`config.mk`:
```
export PLATFORM = sky130hd
export DESIGN_NAME = serpent_sbox_inv_stage
export DESIGN_NICKNAME = d
export VERILOG_FILES = /design/src/rtl/serpent_pkg.sv /design/src/rtl/serpent_sbox_inv_slice.sv /design/src/rtl/serpent_sbox_inv_stage.sv
export SDC_FILE = /design/constraint.sdc
export NUM_CORES = 2
export LEC_CHECK = 0
export ABC_CLOCK_PERIOD_IN_PS = 2790
export CORE_MARGIN = 10
export CORE_UTILIZATION = 65
export CTS_BUF_LIST = sky130_fd_sc_hd__clkbuf_2 sky130_fd_sc_hd__clkbuf_4 sky130_fd_sc_hd__clkbuf_8
export CTS_CLUSTER_SIZE = 24
export DETAILED_ROUTE_END_ITERATION = 10
export GPL_ROUTABILITY_DRIVEN = 0
export PLACE_DENSITY = 0.95
export RECOVER_POWER = 50
export SLEW_MARGIN = 25
export SYNTH_ARGS = -nofsm -noshare
export SYNTH_HDL_FRONTEND = slang
export SYNTH_SLANG_ARGS = --single-unit
```
`constraint.sdc`:
```
create_clock -name i_clk -period 2.79 [get_ports i_clk]
set_clock_uncertainty 0.15 [all_clocks]
set_input_delay 0.837 -clock i_clk [delete_from_list [all_inputs] [get_ports i_clk]]
set_output_delay 0.837 -clock i_clk [all_outputs]
set_load 0.02 [all_outputs]
```
`src/rtl/serpent_pkg.sv`:
```
// Shared Serpent constants: block geometry, inverse S-box tables and the
// bitslice column helpers used by both the forward and inverse S-box stages.
package serpent_pkg;

  localparam int WORD_W     = 32;
  localparam int BLOCK_W    = 128;
  localparam int NUM_ROUNDS = 32;
  localparam int ROUND_W    = $clog2(NUM_ROUNDS);

  localparam logic [3:0] INV_S0 [16] = '{4'hD, 4'h3, 4'hB, 4'h0, 4'hA, 4'h6, 4'h5, 4'hC,
                                         4'h1, 4'hE, 4'h4, 4'h7, 4'hF, 4'h9, 4'h8, 4'h2};
  localparam logic [3:0] INV_S1 [16] = '{4'h5, 4'h8, 4'h2, 4'hE, 4'hF, 4'h6, 4'hC, 4'h3,
                                         4'hB, 4'h4, 4'h7, 4'h9, 4'h1, 4'hD, 4'hA, 4'h0};
  localparam logic [3:0] INV_S2 [16] = '{4'hC, 4'h9, 4'hF, 4'h4, 4'hB, 4'hE, 4'h1, 4'h2,
                                         4'h0, 4'h3, 4'h6, 4'hD, 4'h5, 4'h8, 4'hA, 4'h7};
  localparam logic [3:0] INV_S3 [16] = '{4'h0, 4'h9, 4'hA, 4'h7, 4'hB, 4'hE, 4'h6, 4'hD,
                                         4'h3, 4'h5, 4'hC, 4'h2, 4'h4, 4'h8, 4'hF, 4'h1};
  localparam logic [3:0] INV_S4 [16] = '{4'h5, 4'h0, 4'h8, 4'h3, 4'hA, 4'h9, 4'h7, 4'hE,
                                         4'h2, 4'hC, 4'hB, 4'h6, 4'h4, 4'hF, 4'hD, 4'h1};
  localparam logic [3:0] INV_S5 [16] = '{4'h8, 4'hF, 4'h2, 4'h9, 4'h4, 4'h1, 4'hD, 4'hE,
                                         4'hB, 4'h6, 4'h5, 4'h3, 4'h7, 4'hC, 4'hA, 4'h0};
  localparam logic [3:0] INV_S6 [16] = '{4'hF, 4'hA, 4'h1, 4'hD, 4'h5, 4'h3, 4'h6, 4'h0,
                                         4'h4, 4'h9, 4'hE, 4'h7, 4'h2, 4'hC, 4'h8, 4'hB};
  localparam logic [3:0] INV_S7 [16] = '{4'h3, 4'h0, 4'h6, 4'hD, 4'h9, 4'hE, 4'hF, 4'h8,
                                         4'h5, 4'hC, 4'hB, 4'h7, 4'hA, 4'h1, 4'h4, 4'h2};

  function automatic logic [3:0] inv_sbox(input logic [2:0] box, input logic [3:0] n);
    logic [3:0] result;
    case (box)
      3'd0:    result = INV_S0[n];
      3'd1:    result = INV_S1[n];
      3'd2:    result = INV_S2[n];
      3'd3:    result = INV_S3[n];
      3'd4:    result = INV_S4[n];
      3'd5:    result = INV_S5[n];
      3'd6:    result = INV_S6[n];
      default: result = INV_S7[n];
    endcase
    return result;
  endfunction

  // Column j is {X3[j],X2[j],X1[j],X0[j]}; X0 occupies the top word of the block.
  function automatic logic [3:0] get_column(input logic [BLOCK_W-1:0] blk, input int j);
    return {blk[j], blk[WORD_W+j], blk[2*WORD_W+j], blk[3*WORD_W+j]};
  endfunction

  function automatic logic [BLOCK_W-1:0] put_column(input logic [BLOCK_W-1:0] blk,
                                                    input int j, input logic [3:0] nib);
    logic [BLOCK_W-1:0] result;
    result              = blk;
    result[3*WORD_W+j]  = nib[0];
    result[2*WORD_W+j]  = nib[1];
    result[WORD_W+j]    = nib[2];
    result[j]           = nib[3];
    return result;
  endfunction

endpackage

```
`src/rtl/serpent_sbox_inv_slice.sv`:
```
// One bitslice column of the inverse S-box layer: 4-bit lookup in box 0..7.
module serpent_sbox_inv_slice
  import serpent_pkg::*;
(
  input  logic [3:0] nibble,
  input  logic [2:0] box,
  output logic [3:0] result
);

  assign result = inv_sbox(box, nibble);

endmodule

```
`src/rtl/serpent_sbox_inv_stage.sv`:
```
// Registered inverse S-box + subkey XOR stage with valid/ready handshake.
// Optional one-entry skid buffer enabled by defining SERPENT_SBOX_INV_SKID_EN.
module serpent_sbox_inv_stage
  import serpent_pkg::*;
(
  input  logic               i_clk,
  input  logic               i_rst_n,
  input  logic               i_valid,
  output logic               o_ready,
  input  logic [BLOCK_W-1:0] i_data,
  input  logic [ROUND_W-1:0] i_round,
  input  logic [BLOCK_W-1:0] i_subkey,
  output logic               o_valid,
  input  logic               i_ready,
  output logic [BLOCK_W-1:0] o_data,
  output logic [ROUND_W-1:0] o_round
);

  logic [WORD_W-1:0][3:0] col_out;
  logic [BLOCK_W-1:0]     sbox_out;
  logic [BLOCK_W-1:0]     next_data;
  logic                   in_xfer;
  logic                   out_xfer;

  for (genvar j = 0; j < WORD_W; j++) begin : g_col
    serpent_sbox_inv_slice u_slice (
      .nibble (get_column(i_data, j)),
      .box    (i_round[2:0]),
      .result (col_out[j])
    );
  end

  always_comb begin
    sbox_out = '0;
    for (int j = 0; j < WORD_W; j++) begin
      sbox_out = put_column(sbox_out, j, col_out[j]);
    end
  end

  assign next_data = sbox_out ^ i_subkey;
  assign in_xfer   = i_valid && o_ready;
  assign out_xfer  = o_valid && i_ready;

`ifdef SERPENT_SBOX_INV_SKID_EN
  logic               skid_empty;
  logic [BLOCK_W-1:0] skid_data;
  logic [ROUND_W-1:0] skid_round;

  assign o_ready = skid_empty;

  // When the output slot frees up, a waiting skid beat always wins over new input.
  always_ff @(posedge i_clk or negedge i_rst_n) begin
    if (!i_rst_n) begin
      o_valid    <= 1'b0;
      o_data     <= '0;
      o_round    <= '0;
      skid_empty <= 1'b1;
      skid_data  <= '0;
      skid_round <= '0;
    end else if (out_xfer || !o_valid) begin
      if (!skid_empty) begin
        o_data     <= skid_data;
        o_round    <= skid_round;
        skid_empty <= 1'b1;
      end else if (in_xfer) begin
        o_data  <= next_data;
        o_round <= i_round;
        o_valid <= 1'b1;
      end else begin
        o_valid <= 1'b0;
      end
    end else if (in_xfer) begin
      skid_data  <= next_data;
      skid_round <= i_round;
      skid_empty <= 1'b0;
    end
  end
`else
  assign o_ready = !o_valid || i_ready;

  always_ff @(posedge i_clk or negedge i_rst_n) begin
    if (!i_rst_n) begin
      o_valid <= 1'b0;
      o_data  <= '0;
      o_round <= '0;
    end else if (in_xfer) begin
      o_data  <= next_data;
      o_round <= i_round;
      o_valid <= 1'b1;
    end else if (out_xfer) begin
      o_valid <= 1'b0;
    end
  end
`endif

endmodule

```
==> impl_results.md, run 1 <==
* Status: aborted with a tool error
* Fail Step: 4_1_cts
* First Err: [ERROR DPL-0033] detailed placement checks failed during check placement.
* Post-DP HPWL at 173000 um
* Syn avg cell area at 6.680 um2
* Post-synth EDFFs at 0
* Main flop type after synthesis: dfrtp_1
* H-tree depth at 4
* Hold Buf Count CTS at 1
* Total CTS buffers at 17
* Die W at 261.7 um
* Ys Warns at 0
* Starting Density at 0.6569
* Post-cts repair resize count at 467
* Post-synthesis cell count at 5684
* Sequential area share after synthesis at 0.08831
* Post-Syn Area at 37970 um2
* I/O pin cnt at 400
* CTS max path bufs at 2
* Register bit total from synthesis at 134
* Asr flop ratio synth at 1.000
* Clk sinks at 134
* Die Y at 261.7 um
* Clk root buf: clkbuf_8
* Buffers added on ports at 399
* Yosys cell types at 100
* Placed cell areas at 54240 um2
* Post-synth net total at 6211
* # rows at 88
* Post-CTS Setup Bufs at 16
## metrics by stage
step / instances / setup slack (ns) / setup TNS, ns
after floorplan: 5684 / -0.04402 / -0.1027
after global placement: 7873 / -0.7465 / -68.85
after detailed placement: 7873 / -1.032 / -96.05
## cell usage after synthesis, types with 22 or more instances
cell	n	area, um2
or2_2	31	193.9
and2_1	49	306.5
nor2_1	400	1501
nor4_1	36	225.2
xnor2_1	94	823.3
buf_2	222	1111
nand2b_1	200	1251
a31oi_1	119	744.5
ha_1	262	3278
xor2_1	94	823.3
o21ai_1	39	195.2
o32ai_1	22	192.7
o22ai_1	70	437.9
nand2_1	495	1858
nor2b_1	193	1207
a22oi_1	34	255.2
and3_1	39	244.0
nor3_1	201	1006
a211oi_1	257	1929
o21ai_0	545	2728
o211ai_1	167	1254
a311oi_1	41	359.1
o311ai_0	54	473.0
nand3b_1	41	307.8
dfrtp_1	134	3353
a2111oi_0	30	262.8
mux2i_1	61	610.6
a211o_1	56	490.5
nand3_1	151	755.7
nand4_1	31	193.9
mux4_2	32	720.7
buf_4	23	172.7
a21oi_1	421	2107
buf_1	42	157.7
inv_1	155	581.8
clkbuf_1	286	1074
or3_1	36	225.2
o2111ai_1	34	297.8
o21a_1	25	187.7
o221ai_1	27	236.5
o31ai_1	70	525.5
a221oi_1	30	262.8
nor3b_1	29	217.7
## cell families after synthesis
family | Yosys count | share of synthesized area
compound gates | 2259 | 0.3954
simple gates | 1966 | 0.2586
buf+inv | 765 | 0.08785
fa+ha+maj | 262 | 0.08633
xor+xnor | 188 | 0.04337
flops | 134 | 0.08831
mux | 110 | 0.04010
==> run 2: changes to the inputs <==
--- a/config.mk
+++ b/config.mk
@@ -7,12 +7,10 @@
 export LEC_CHECK = 0
 export ABC_CLOCK_PERIOD_IN_PS = 2790
 export CORE_MARGIN = 10
-export CORE_UTILIZATION = 65
-export CTS_BUF_LIST = sky130_fd_sc_hd__clkbuf_2 sky130_fd_sc_hd__clkbuf_4 sky130_fd_sc_hd__clkbuf_8
-export CTS_CLUSTER_SIZE = 24
+export CORE_UTILIZATION = 40
 export DETAILED_ROUTE_END_ITERATION = 10
 export GPL_ROUTABILITY_DRIVEN = 0
-export PLACE_DENSITY = 0.95
+export PLACE_DENSITY_LB_ADDON = 0.15
 export RECOVER_POWER = 50
 export SLEW_MARGIN = 25
 export SYNTH_ARGS = -nofsm -noshare
==> run 2 against run 1 <==
- the flow now finishes, with violations (max-capacitance violations, max-slew violations, negative setup slack)
- synthesized cell count is the same
- area after synthesis is the same
==> impl_results.md, run 2 <==
* Status: complete, but fails checks
* Failing checks: max-capacitance violations, max-slew violations, negative setup slack
* Crit end category: register
* Asr flop ratio synth at 1.000
* Top Layer Used: met5
* Max cap viols at 1
* Post-synth EDFFs at 0
* Clock group share of total power at 0.148
* # rows at 112
* Post-synth net total at 6211
* R2r endpoint: o_data[106]
* Gr usage total at 0.3277
* Hold Slack at 0.3188 ns
* Die ar. at 107700 um2
* Hold Path Stages at 2
* Post-Syn Area at 37970 um2
* Peak supply drop at 0.0005846 V
* Vias in the first global route at 50520
* Filler cell count at 8269
* Register bit total from synthesis at 134
* Reg power frac at 0.158
* Total CTS buffers at 17
* Share of cells above drive strength 1 at 0.3238
* Clk sinks at 134
* Crit start category: input port
* Met3 WL at 21320 um
* Leak Pwr at 25.10 nW
* Final worst slack at -0.07421 ns
* Yosys cell types at 100
* Starting Density at 0.4050
* Clk root buf: clkbuf_16
* Initial antenna violation count at 12
* Main flop type after synthesis: dfrtp_1
* Syn avg cell area at 6.680 um2
* Leading area contributor after synthesis: dfrtp_1
* Worst hold path type: reg2reg
* Core utilization of the finished layout at 0.6275
* Biggest regs: o_data: 128 flops, o_round: 5 flops, o_valid: 1 flops
* Largest stage delay, worst path at 0.58 ns
* Vias at 53650
* CTS max path bufs at 2
* WL/cell at 21.82 um
* Delay-heaviest family, CP: compound AO/OA/AOI/OAI gates
* CTS tree: built
* Post-DP HPWL at 143500 um
* DRC errors left at 0
* Finish-stage setup viols at 1
* Final period util at 1.027
* Internal power at 9.072 mW
* Final hold viol count at 0
* Achievable frequency at 349.1 MHz
* Detailed-router iteration count before antenna repair at 9
* Flop-to-flop setup slack at 0.74 ns
* Crit path max-delay cell type: a2111oi_0
* Die Y at 328.1 um
* Core Box Area at 93750 um2
* Worst path cell trace: clkdlybuf4s50_1, buf_6, buf_8, buf_4, a2111oi_0, o31a_1, a221o_1, o21ai_1, buf_4, xor2_1, o21ai_1
* Arrival @ worst endpoint at 3.17 ns
* WP buf/inv at 5
* Overflow after GRT at 0
* Required @ worst endpoint at 3.09 ns
* Sequential area share after synthesis at 0.08831
* Power density cells at 281.4 nW/um2
* Max FO, Critical Path at 8
* Post-layout min period at 2.864 ns
* Commonest cells post-synth: o21ai_0, nand2_1, a21oi_1
* Nets at 7885
* Worst setup path class: in2reg
* Metal-1 WL at 73730 um
* Largest reg by FF count: o_data
* Vias per cell at 6.214
* Reg2Reg Depth at 7
* Switch share at 0.4520
* Logic pwr share at 0.694
* DRT antenna net count at 0
* Area contributors post-synth: dfrtp_1, ha_1, o21ai_0
* Die W at 328.1 um
* Clock transition at path regs at 0.06 ns
* Reg-to-Reg Start: o_valid
* Most frequent cell after synthesis: o21ai_0
* Pins Over Slew Limit at 49
* Post-synthesis cell count at 5684
* Met2 WL at 81650 um
* Final wirelength at 188400 um
* Setup WS pre-CTS at -0.8925 ns
* Max reg flops at 128
* Unrepaired setup endpoints after global routing: true
* H-tree depth at 4
* Sw power at 7.484 mW
* I/O pin cnt at 400
* Max_slew headroom at -0.05745
* Hold Buf Count CTS at 0
* Hold_sp: o_data[82]
* Power Total at 16.56 mW
* Buffers added on ports at 399
* Commonest non-fill, non-tap cells in the layout: buf_4, o21ai_0, nand2_1
* Ys Warns at 0
* Worst slew pin tran at 1.586 ns
* CP Depth at 11
* WHS Endpoint: o_data[82]
* Most common cell after layout, fill and taps aside: buf_4
* First-pass GRT wire length at 287100 um
* Pin count of the biggest net entering global routing at 52
* Layout area overhead at 54.94%
* Post-synth top area share at 0.08831
* Number of DRC markers in iteration 0 at 7328
* Worst-skew pair later-pin latency at 0.54 ns
[run 2: through the flow]
step           TNS (ns)  instance area [um2]  cells
2_1_floorplan   -0.1027                38960   5684
3_3_place_gp     -79.94                56560   8555
3_5_place_dp     -83.18                56560   8555
4_1_cts               0                57560   8593
5_1_grt         -0.4692                58820   8631
6_report       -0.07421                58830   8634
[run 2: cell families after synthesis]
family	after synthesis	share of synthesized area
buf+inv	765	0.08785
fa+ha+maj	262	0.08633
simple gates	1966	0.2586
compound gates	2259	0.3954
mux	110	0.04010
xor+xnor	188	0.04337
flops	134	0.08831
[run 2: worst min-delay path, cell delays in order (launching register included)]
cell	delay, ns
dfrtp_1	0.33
nand2_1	0.04
o21ai_0	0.06
[run 2: timing repair]
item	CTS	global route
setup endpoints to repair	99	99
gates resized for setup	163	315
buffers inserted	6	30
pin swaps	43	82
gates cloned	0	3
[run 2: power by group through the flow]
stage                     Combinational (mW)  Clock (mW)  Sequential (mW)
after CTS                               11.1        2.51             2.63
after detailed placement                10.9           0             2.66
after floorplan                         5.00           0             3.13
after global placement                  10.8           0             2.64
after global routing                    12.2        2.58             2.67
final                                   11.5        2.45             2.62
[run 2: cell type report]
| class | count | area, um2 | share of cell area |
|---|---|---|---|
| clock buffers | 19 | 442.9 | 0.007529 |
| repair buffers | 2243 | 19430 | 0.3302 |
| flip-flops and latches | 134 | 3353 | 0.05700 |
| clock inverters | 13 | 123.9 | 0.002105 |
| inverters | 177 | 738.2 | 0.01255 |
| well taps | 1254 | 1569 | 0.02667 |
| multi-input cells | 4785 | 33160 | 0.5636 |
| diodes | 9 | 22.52 | 0.0003828 |
[run 2: layer usage]
metal,global-route usage,vias to the layer above
li1,-,24620
met1,0.4185,24590
met2,0.5017,3636
met3,0.07150,797
met4,0.1939,6
met5,0,-
[run 2: worst max-delay path by stage]
stage                            end  slack (ns)        start
after global placement    o_data[14]       -0.84  i_data[110]
after global routing      o_data[37]       -0.19    i_data[5]
final                     o_data[37]       -0.07    i_data[5]
after floorplan           o_data[83]       -0.04   i_data[83]
after CTS                  o_data[3]      0.0001   i_data[99]
after detailed placement  o_data[41]       -0.89  i_data[105]
Note: power is estimated with default switching activity, not from simulation.
